$ cat config.mk
export PLATFORM = sky130hd
export DESIGN_NAME = llc_input_arbiter
export DESIGN_NICKNAME = d
export VERILOG_FILES = /design/src/rtl/llc_arb_pkg.sv /design/src/rtl/llc_arb_fifo.sv /design/src/rtl/llc_input_arbiter.sv
export SDC_FILE = /design/constraint.sdc
export NUM_CORES = 1
export LEC_CHECK = 0
export CELL_PAD_IN_SITES_DETAIL_PLACEMENT = 1
export CELL_PAD_IN_SITES_GLOBAL_PLACEMENT = 2
export CORE_ASPECT_RATIO = 1.1
export CORE_MARGIN = 8
export CORE_UTILIZATION = 27
export CTS_BUF_LIST = sky130_fd_sc_hd__clkbuf_8
export DETAILED_ROUTE_END_ITERATION = 8
export GPL_TIMING_DRIVEN = 1
export PLACE_DENSITY = 0.9
export SYNTH_ARGS = -nofsm -noshare
export SYNTH_HDL_FRONTEND = slang
export SYNTH_HIERARCHICAL = 1
export SYNTH_SLANG_ARGS = --single-unit
export TNS_END_PERCENT = 5
$ cat constraint.sdc
create_clock -name clk -period 6.89 [get_ports clk]
set_input_delay 1.0335 -clock clk [delete_from_list [all_inputs] [get_ports clk]]
set_output_delay 1.0335 -clock clk [all_outputs]
set_load 0.005 [all_outputs]
$ cat src/rtl/llc_arb_pkg.sv
// Shared constants, decode entry type and arbitration helpers for the LLC input arbiter.
package llc_arb_pkg;

  localparam int unsigned LINE_ADDR_BITS = 26;
  localparam int unsigned LLC_SET_BITS   = 10;
  localparam int unsigned LLC_TAG_BITS   = LINE_ADDR_BITS - LLC_SET_BITS;
  localparam int unsigned ARB_NUM_CH     = 6;

  typedef struct packed {
    logic [ARB_NUM_CH-1:0]   ch;
    logic [LLC_TAG_BITS-1:0] tag;
    logic [LLC_SET_BITS-1:0] set;
  } arb_entry_t;

  function automatic logic [ARB_NUM_CH-1:0] onehot_lowest(input logic [ARB_NUM_CH-1:0] v);
    logic [ARB_NUM_CH-1:0] r;
    r = '0;
    for (int unsigned i = 0; i < ARB_NUM_CH; i++)
      if (v[i] && r == '0) r[i] = 1'b1;
    return r;
  endfunction

  // Cyclic search from ptr within [base, n-1]: try [ptr, n-1] first, then [base, ptr-1].
  function automatic logic [ARB_NUM_CH-1:0] rr_pick(input logic [ARB_NUM_CH-1:0] v,
                                                     input int unsigned ptr,
                                                     input int unsigned base,
                                                     input int unsigned n);
    logic [ARB_NUM_CH-1:0] hi, lo;
    hi = '0;
    lo = '0;
    for (int unsigned j = 0; j < ARB_NUM_CH; j++) begin
      hi[j] = v[j] && (j >= base) && (j >= ptr) && (j < n);
      lo[j] = v[j] && (j >= base) && (j < ptr);
    end
    return (hi != '0) ? onehot_lowest(hi) : onehot_lowest(lo);
  endfunction

endpackage

$ cat src/rtl/llc_arb_fifo.sv
// Generic synchronous FIFO with flush; head entry is driven straight from storage.
module llc_arb_fifo #(
  parameter int unsigned DEPTH = 2,
  parameter type T = logic
) (
  input  logic                         clk,
  input  logic                         rst,
  input  logic                         flush,
  input  logic                         push,
  input  logic                         pop,
  input  T                             din,
  output T                             dout,
  output logic [$clog2(DEPTH+1)-1:0]   count
);

  localparam int unsigned PW    = (DEPTH > 1) ? $clog2(DEPTH) : 1;
  localparam int unsigned CNT_W = $clog2(DEPTH+1);

  T               mem [DEPTH];
  logic [PW-1:0]  head, tail;
  logic           do_pop;

  function automatic logic [PW-1:0] nxt(input logic [PW-1:0] p);
    return (p == PW'(DEPTH-1)) ? '0 : p + 1'b1;
  endfunction

  assign do_pop = pop && (count != '0);
  assign dout   = mem[head];

  always_ff @(posedge clk) begin
    if (!rst) begin
      head  <= '0;
      tail  <= '0;
      count <= '0;
      for (int unsigned i = 0; i < DEPTH; i++) mem[i] <= '0;
    end else if (flush) begin
      head  <= '0;
      tail  <= '0;
      count <= '0;
    end else begin
      if (push) begin
        mem[tail] <= din;
        tail      <= nxt(tail);
      end
      if (do_pop) head <= nxt(head);
      count <= count + CNT_W'(push) - CNT_W'(do_pop);
    end
  end

endmodule

$ cat src/rtl/llc_input_arbiter.sv
// LLC front-end arbiter: strict + round-robin channel select into a decode FIFO.
// Optional wait-counter aging is compiled in with LLC_ARB_AGING_EN.
module llc_input_arbiter
  import llc_arb_pkg::*;
#(
  parameter int unsigned NUM_CH   = ARB_NUM_CH,
  parameter int unsigned RR_BASE  = 4,
  parameter int unsigned DEPTH    = 2,
  parameter int unsigned MAX_WAIT = 15
) (
  input  logic                             clk,
  input  logic                             rst,
  input  logic [NUM_CH-1:0]                ch_valid,
  input  logic [NUM_CH-1:0]                ch_block,
  input  logic [NUM_CH*LINE_ADDR_BITS-1:0] ch_addr,
  input  logic                             flush,
  input  logic                             out_pop,
  output logic [NUM_CH-1:0]                ch_get,
  output logic                             out_valid,
  output logic [NUM_CH-1:0]                out_ch,
  output logic [LLC_SET_BITS-1:0]          out_set,
  output logic [LLC_TAG_BITS-1:0]          out_tag,
  output logic                             full,
  output logic                             idle
);

  localparam int unsigned PTR_W = (NUM_CH > 1) ? $clog2(NUM_CH) : 1;
  localparam int unsigned CNT_W = $clog2(DEPTH+1);

  logic [NUM_CH-1:0]         eligible, grant, strict_mask;
  logic [PTR_W-1:0]          rr_ptr;
  logic [CNT_W-1:0]          count;
  logic                      can_push, push, rr_grant;
  logic [LINE_ADDR_BITS-1:0] win_addr;
  int unsigned               win_idx;
  arb_entry_t                din, dout;

  assign eligible = ch_valid & ~ch_block;
  assign can_push = (count < CNT_W'(DEPTH)) || (out_pop && count != '0);
  assign push     = rst && !flush && can_push && (eligible != '0);
  assign ch_get   = push ? grant : '0;
  assign rr_grant = (grant & ~strict_mask) != '0;

`ifdef LLC_ARB_AGING_EN
  localparam int unsigned WAIT_W = $clog2(MAX_WAIT+1);
  logic [WAIT_W-1:0] wait_cnt [NUM_CH];
  logic [NUM_CH-1:0] aged;

  always_comb begin
    aged = '0;
    for (int unsigned i = 0; i < NUM_CH; i++)
      aged[i] = eligible[i] && (wait_cnt[i] == WAIT_W'(MAX_WAIT));
  end

  always_ff @(posedge clk) begin
    for (int unsigned i = 0; i < NUM_CH; i++) begin
      if (!rst || !eligible[i] || ch_get[i]) wait_cnt[i] <= '0;
      else if (wait_cnt[i] != WAIT_W'(MAX_WAIT)) wait_cnt[i] <= wait_cnt[i] + 1'b1;
    end
  end
`else
  // Aging threshold has no effect in this build.
  if (MAX_WAIT == 0) begin : g_no_aging
  end
`endif

  always_comb begin
    strict_mask = '0;
    for (int unsigned i = 0; i < NUM_CH; i++) strict_mask[i] = (i < RR_BASE);
    if ((eligible & strict_mask) != '0)
      grant = NUM_CH'(onehot_lowest(ARB_NUM_CH'(eligible & strict_mask)));
    else
      grant = NUM_CH'(rr_pick(ARB_NUM_CH'(eligible), int'(rr_ptr), RR_BASE, NUM_CH));
`ifdef LLC_ARB_AGING_EN
    if (aged != '0) grant = NUM_CH'(onehot_lowest(ARB_NUM_CH'(aged)));
`endif
  end

  always_comb begin
    win_idx  = 0;
    win_addr = '0;
    for (int unsigned j = 0; j < NUM_CH; j++) begin
      if (grant[j]) begin
        win_idx  = j;
        win_addr = ch_addr[j*LINE_ADDR_BITS +: LINE_ADDR_BITS];
      end
    end
    din.ch  = ARB_NUM_CH'(grant);
    din.set = win_addr[LLC_SET_BITS-1:0];
    din.tag = win_addr[LINE_ADDR_BITS-1:LLC_SET_BITS];
  end

  always_ff @(posedge clk) begin
    if (!rst) begin
      rr_ptr <= PTR_W'(RR_BASE);
      idle   <= 1'b1;
    end else begin
      idle <= (eligible == '0);
      if (push && rr_grant)
        rr_ptr <= (win_idx + 1 >= NUM_CH) ? PTR_W'(RR_BASE) : PTR_W'(win_idx + 1);
    end
  end

  llc_arb_fifo #(
    .DEPTH (DEPTH),
    .T     (arb_entry_t)
  ) u_fifo (
    .clk   (clk),
    .rst   (rst),
    .flush (flush),
    .push  (push),
    .pop   (out_pop),
    .din   (din),
    .dout  (dout),
    .count (count)
  );

  assign out_valid = (count != '0);
  assign full      = (count == CNT_W'(DEPTH));
  assign out_ch    = NUM_CH'(dout.ch);
  assign out_set   = dout.set;
  assign out_tag   = dout.tag;

endmodule

==> flow_summary.json <==
{
  "status": "completed",
  "hold_viol_final": 0,
  "clock_latency_ns": 0.35,
  "hold_class": "reg2reg",
  "stdcell_area_um2": 6940,
  "rows": 49,
  "cp_common_cell": "clkdlybuf4s50_1",
  "path_buf_inv": 3,
  "clk_path_buf_depth": 2,
  "place_area_um2": 6750,
  "place_congestion": 0.808,
  "post_cts_resized": 0,
  "cts-buffers-inserted": 9,
  "synth_area_um2": 4530,
  "htree_num_levels": 3,
  "synth-main-ff-cell": "edfxtp_1",
  "fill_cells": 1855,
  "reg2reg_slack_ns": 4.15,
  "worstHoldPathCells": 2,
  "power_density_nw_per_um2": 158,
  "globalRouteOverflowTotal": 0,
  "synthesis.nets": 603,
  "finalSetupViolCount": 0,
  "dr.pass1.iters": 5,
  "path_max_fanout": 32,
  "grt_usage_pct": 17.3,
  "holdPathEnd": "rr_ptr[1]",
  "fmax_mhz": 180,
  "startpoint_type": "primary input",
  "cpLargestDelayFamily": "simple AND/OR/NAND/NOR gates",
  "grt_pass1_vias": 4906,
  "cts_num_sinks": 73,
  "dr.first_iter.drc_count": 206,
  "cts_tree": "built",
  "vias_per_cell": 5.24,
  "start_util_pct": 27.6,
  "max_cap_viol_count": 0,
  "vias": 4333,
  "path_cells": "clkdlybuf4s50_1 > nand2b_2 > inv_2 > nor4_4 > nand3_2 > nor2_2 > clkdlybuf4s50_1",
  "slowest_stage": "nor4_4",
  "ir_drop_mv": 0.0777,
  "async_flop_share_pct": 0,
  "port_buffers": 212,
  "final_common_cell": "clkdlybuf4s50_1",
  "reg2reg_to": "rr_ptr[1]",
  "cp.required_ns": 5.86,
  "synth_cell_types": 54,
  "ys_seq_area_share_pct": 46.4,
  "ys_ff_latch": 73,
  "timing.rr.start": "rr_ptr[1]",
  "min_period_ns": 5.56,
  "boundaryPins": 213,
  "fin_ws_ns": 1.33,
  "syn_avg_cell_area_um2": 10.6,
  "rsz0062_at_grt": "false",
  "tns_ns": 0,
  "worst_pin_slew_ns": 1.25,
  "finalCritPeriodShare_pct": 80.7,
  "hp-start": "rr_ptr[1]",
  "grt_pass1_wl_um": 28400,
  "postSynthCellCount": 428,
  "fp.dieH_um": 152,
  "antenna_found_initial": 0,
  "drc": 0,
  "clkSlewWorstSetupHoldPaths_ns": 0.08,
  "wl_per_cell_um": 22.5,
  "core-area_um2": 16400,
  "worstPathArrival_ns": 4.52,
  "dp.final_hpwl_um": 14300,
  "die_w_um": 140,
  "final_antenna_net_count": 0,
  "leakagePower_uw": 0.00281,
  "routed_wl_um": 18600,
  "final_cells": 827,
  "antenna_cells": 0,
  "hold_buffers": 0,
  "grt_max_degree": 68,
  "skew_ns": 0.0115,
  "finalMaxSlewViolations": 0,
  "ys.warnings.count": 6,
  "clockRootBuffer": "clkbuf_8",
  "dp_cells": 811,
  "place_ws_ns": 1.28,
  "end_kind": "primary output",
  "slowest_delay_ns": 1.09,
  "drive_gt1_share_pct": 12.0,
  "finalPower_uw": 1100,
  "finalNetCount": 793,
  "maxSlewHeadroom_pct": 15.9,
  "reg2reg_depth": 7,
  "area_growth_pct": 53.1,
  "crit_type": "in2out",
  "synth_edf_count": 64,
  "die_area_um2": 21200,
  "post-cts-setup-buffers": 0,
  "mostFrequentLayoutCells": "clkdlybuf4s50_1 (212), and3_1 (67), edfxtp_1 (64)"
}
[kinds of logic after synthesis]
family / count (synthesis) / share of synthesized area, %
simple gates: 163 / 21.4
flops: 73 / 46.4
mux: 34 / 8.39
buf+inv: 43 / 5.05
xor+xnor: 1 / 0.497
compound gates: 111 / 17.5
fa+ha+maj: 3 / 0.828
[where the power goes]
group          internal (µW)  switching (µW)  leakage [µW]  total (µW)
logic                    154             115       0.00196         270
registers                497            5.60      0.000752         503
clock network            163             161     0.0000939         325
total                    815             282       0.00281        1100
[per-stage QoR]
stage	utilization, %	hold slack, ns
floorplan	-	0.437
global placement	41.1	0.450
detailed placement	41.1	0.497
CTS	42.2	0.509
global route	42.2	0.548
finish	42.2	0.510
[flip-flops by register name, summed over array words and instances (netlist names), named ones only]
register,count
idle,1
u_fifo/mem,64
u_fifo/tail,1
u_fifo/head,1
rr_ptr,3
u_fifo/count,2
[worst max-delay path by stage]
stage                     start               end  slack (ns)  cells after the start
finish              ch_valid[0]         ch_get[4]        1.33                      7
global route        ch_block[0]         ch_get[4]        1.04                      7
CTS                 ch_valid[0]         ch_get[4]        1.28                      7
detailed placement  ch_valid[0]         ch_get[4]        1.28                      7
global placement    ch_block[0]         ch_get[4]        1.40                      7
floorplan           ch_valid[1]  u_fifo/mem[0][0]        2.23                      6
[cell usage after synthesis, drive strengths merged (2+ instances only)]
library cell	count	share of area [%]
nand2b	6	1.0
nand3	3	0.55
clkbuf	13	1.2
nand2	24	2.0
mux2i	2	0.44
o21ai	29	3.2
a221o	15	3.3
a21boi	2	0.41
nor4	2	0.94
edfxtp	64	42
a222oi	10	2.2
nor2	33	2.8
a21o	16	2.6
dfxtp	9	4.0
nor3	2	0.22
and3	74	10
a22oi	16	2.6
a21oi	17	1.9
nand3b	3	0.50
mux2	32	7.9
and2	2	0.28
buf	22	3.2
inv	7	0.58
nor2b	9	1.8
ha	3	0.83
[layout make-up]
cell class | count | area (µm²) | share of cell area, %
inverter | 8 | 30.0 | 0.433
multi-input combinational | 312 | 2230 | 32.1
timing repair buffer | 214 | 2140 | 30.8
tap | 204 | 255 | 3.68
clock buffer | 9 | 124 | 1.78
sequential | 73 | 2100 | 30.3
clock inverter | 7 | 62.6 | 0.901
[worst min-delay path, stage by stage, from the launching register on]
cell and delay (ns):
dfxtp_1 0.32, inv_1 0.07, o2bb2ai_1 0.07
[layer usage]
metal  global-route usage [%]  vias to the layer above  routed length [µm]
met5                        0                        -                   0
met3                     5.86                       17                1530
met4                     5.18                        0                 309
met1                     19.3                     2103                7630
li1                         -                     2017                   -
met2                     30.4                      196                9150
Note: power is estimated with default switching activity, not from simulation.
==> patch (config.mk and constraints unchanged) <==
The option `LLC_ARB_AGING_EN` is turned on by a define.
--- a/src/rtl/llc_input_arbiter.sv
+++ b/src/rtl/llc_input_arbiter.sv
@@ -1,4 +1,6 @@
 // LLC front-end arbiter: strict + round-robin channel select into a decode FIFO.
 // Optional wait-counter aging is compiled in with LLC_ARB_AGING_EN.
+`define LLC_ARB_AGING_EN
+
 module llc_input_arbiter
   import llc_arb_pkg::*;
Function: no difference found for any inputs over 4 cycles, from zero or initial values and one cycle with rst low; that may be too few to reach the edited logic, so the function may still have changed.
==> patch against the original RTL <==
Non-clock buffer count up 7. Sequential cell count is 24 higher. Design area is 26% higher. Synthesized area grew 37%. Routed wire length grew 29%. Final cell count up 32%. Critical endpoint is now ch_get[5]. Worst setup slack better by 0.46 ns. Utilization down 3.6 points. Highest routed layer unchanged. Total power rose by 24%. Critical path depth stayed put. Clock skew is 0.0049 ns higher. Largest cell class unchanged. Fmax grew 8.9%. Critical path type unchanged.
==> patch: results (changes against the original RTL) <==
metric	value	unit	change
Mean Syn Cell Area	10.3	µm²	-2.6%
worst supply voltage drop on vdd	78.9	µV	+1.5%
number of antenna violations at the first check in global routing	1		+1
first-pass GRT wire length	36400	µm	+28%
wire length on met3	1080	µm	-29%
worst endpoint data arrival time	4.07	ns	-0.45 ns
maximum operating frequency	0.196	GHz	+8.9%
filler-free cell count of the finished design	1089		+32%
DRC violation total after the first TritonRoute iteration	234		+14%
top post-synthesis cells by count	88 x sky130_fd_sc_hd__edfxtp_1, 67 x sky130_fd_sc_hd__and3_1, 63 x sky130_fd_sc_hd__nand2_1		
layout cell share with drive strength beyond 1	10.0	%	-2.0 points
Critical path destination	ch_get[5]		
CTS H-tree lvls	3		unchanged
largest registers	u_fifo/mem (64), wait_cnt (24), rr_ptr (3)		
Metal-1 WL	10600	µm	+39%
crit path from	ch_valid[0]		
Placement Setup Slack	1.79	ns	+0.507 ns
met2 routed WL	12100	µm	+32%
leading cell types by total area after synthesis	sky130_fd_sc_hd__edfxtp_1 43%, sky130_fd_sc_hd__and3_1 6.7%, sky130_fd_sc_hd__mux2_2 5.4%		
detailed-router iteration count before antenna repair	4		-1
via count of the first global-routing pass	6205		+26%
DP HPWL	17600	µm	+23%
highest fanout seen on the critical path	28		-13%
number of enable-type register cells in the synthesized netlist	88		+38%
clock skew after layout	0.0164	ns	+0.00494 ns
Clk pin slew, worst setup/hold paths	0.11	ns	+0.03 ns
standard cell with the maximum stage delay on the critical path	sky130_fd_sc_hd__nand3_2		
post-CTS sizing	0		unchanged
Worst Reg2Reg Path Length in Cells	11		+4
final-stage net count	965		+22%
sequential element share of the synthesized area	45.4	%	-0.91 points
remaining max-slew budget at the tightest pin	23.9	%	+7.9 points
register cell area after layout	0.00282	mm²	+34%
number of buffers created by CTS	9		unchanged
start point of the worst hold path	rr_ptr[0]		
detailed-route wire length	24100	µm	+29%
Vias	5735		+32%
run status	completed		
routability-driven placement congestion ratio	0.760		-6.0%
static power due to leakage	3.35	nW	+19%
Distinct cells, synth	60		+11%
worst r2r src	wait_cnt[1][0]		
register-to-register path setup slack	3.14	ns	-1.01 ns
-- patch: changes by cell type after synthesis, moves of 14 or more --
cell	before	now
sky130_fd_sc_hd__a221o_1	15	0
sky130_fd_sc_hd__edfxtp_1	64	88
sky130_fd_sc_hd__a22oi_1	16	2
sky130_fd_sc_hd__or3_1	1	28
sky130_fd_sc_hd__o221ai_1	0	26
sky130_fd_sc_hd__clkbuf_1	8	24
sky130_fd_sc_hd__a31oi_1	0	29
sky130_fd_sc_hd__nand2_1	23	63
sky130_fd_sc_hd__a21o_1	16	30
sky130_fd_sc_hd__a221oi_1	1	26
-- patch: cell families after synthesis --
logic type | count (synthesis) | synth area share (%)
AND/OR/NAND/NOR | 240 | 21.3
AO/OA/AOI/OAI | 150 | 18.5
flip-flops | 97 | 45.4
buffers and inverters | 61 | 4.96
multiplexers | 34 | 6.12
XOR/XNOR | 10 | 1.63
adder cells (fa/ha/maj) | 10 | 2.01
-- patch: tightest hold or removal path: cells and delay by family (launching register included) --
family / cells / cell delay [ns]
AOI/OAI and AO/OA: 2 / 0.13
DFF: 1 / 0.32
-- patch: how the worst min path moves through the flow --
stage | depth (start not counted) | to
3_3_place_gp | 2 | rr_ptr[1]
4_1_cts | 2 | rr_ptr[0]
2_1_floorplan | 2 | rr_ptr[1]
5_1_grt | 2 | rr_ptr[0]
3_5_place_dp | 2 | rr_ptr[0]
6_report | 2 | rr_ptr[0]
-- patch: report_power, final --
part / switching (mW) / total [mW] / internal [mW]
combinational: 0.132 / 0.291 / 0.159
clock: 0.229 / 0.404 / 0.176
sequential: 0.00718 / 0.664 / 0.657
-- patch: per-stage QoR --
stage	total power, mW	hold WS (ns)
after detailed placement	0.971	0.472
after global routing	1.42	0.542
after global placement	0.965	0.456
after floorplan	0.793	0.445
final	1.36	0.497
after CTS	1.37	0.488
-- patch: metal layers --
metal | GRT usage (%) | vias to the layer above
met5 | 0 | -
met4 | 4.48 | 0
met3 | 3.53 | 22
met2 | 28.8 | 144
met1 | 20.3 | 2860
li1 | - | 2709
-- patch: area by class of cell --
cell class | count | share of cell area [%]
Sequential cell | 97 | 32.2
Multi-Input combinational cell | 444 | 35.8
Tap cell | 300 | 4.28
Antenna cell | 1 | 0.0285
Clock inverter | 7 | 0.955
Inverter | 10 | 0.428
Clock buffer | 9 | 1.41
Timing Repair Buffer | 221 | 25.0
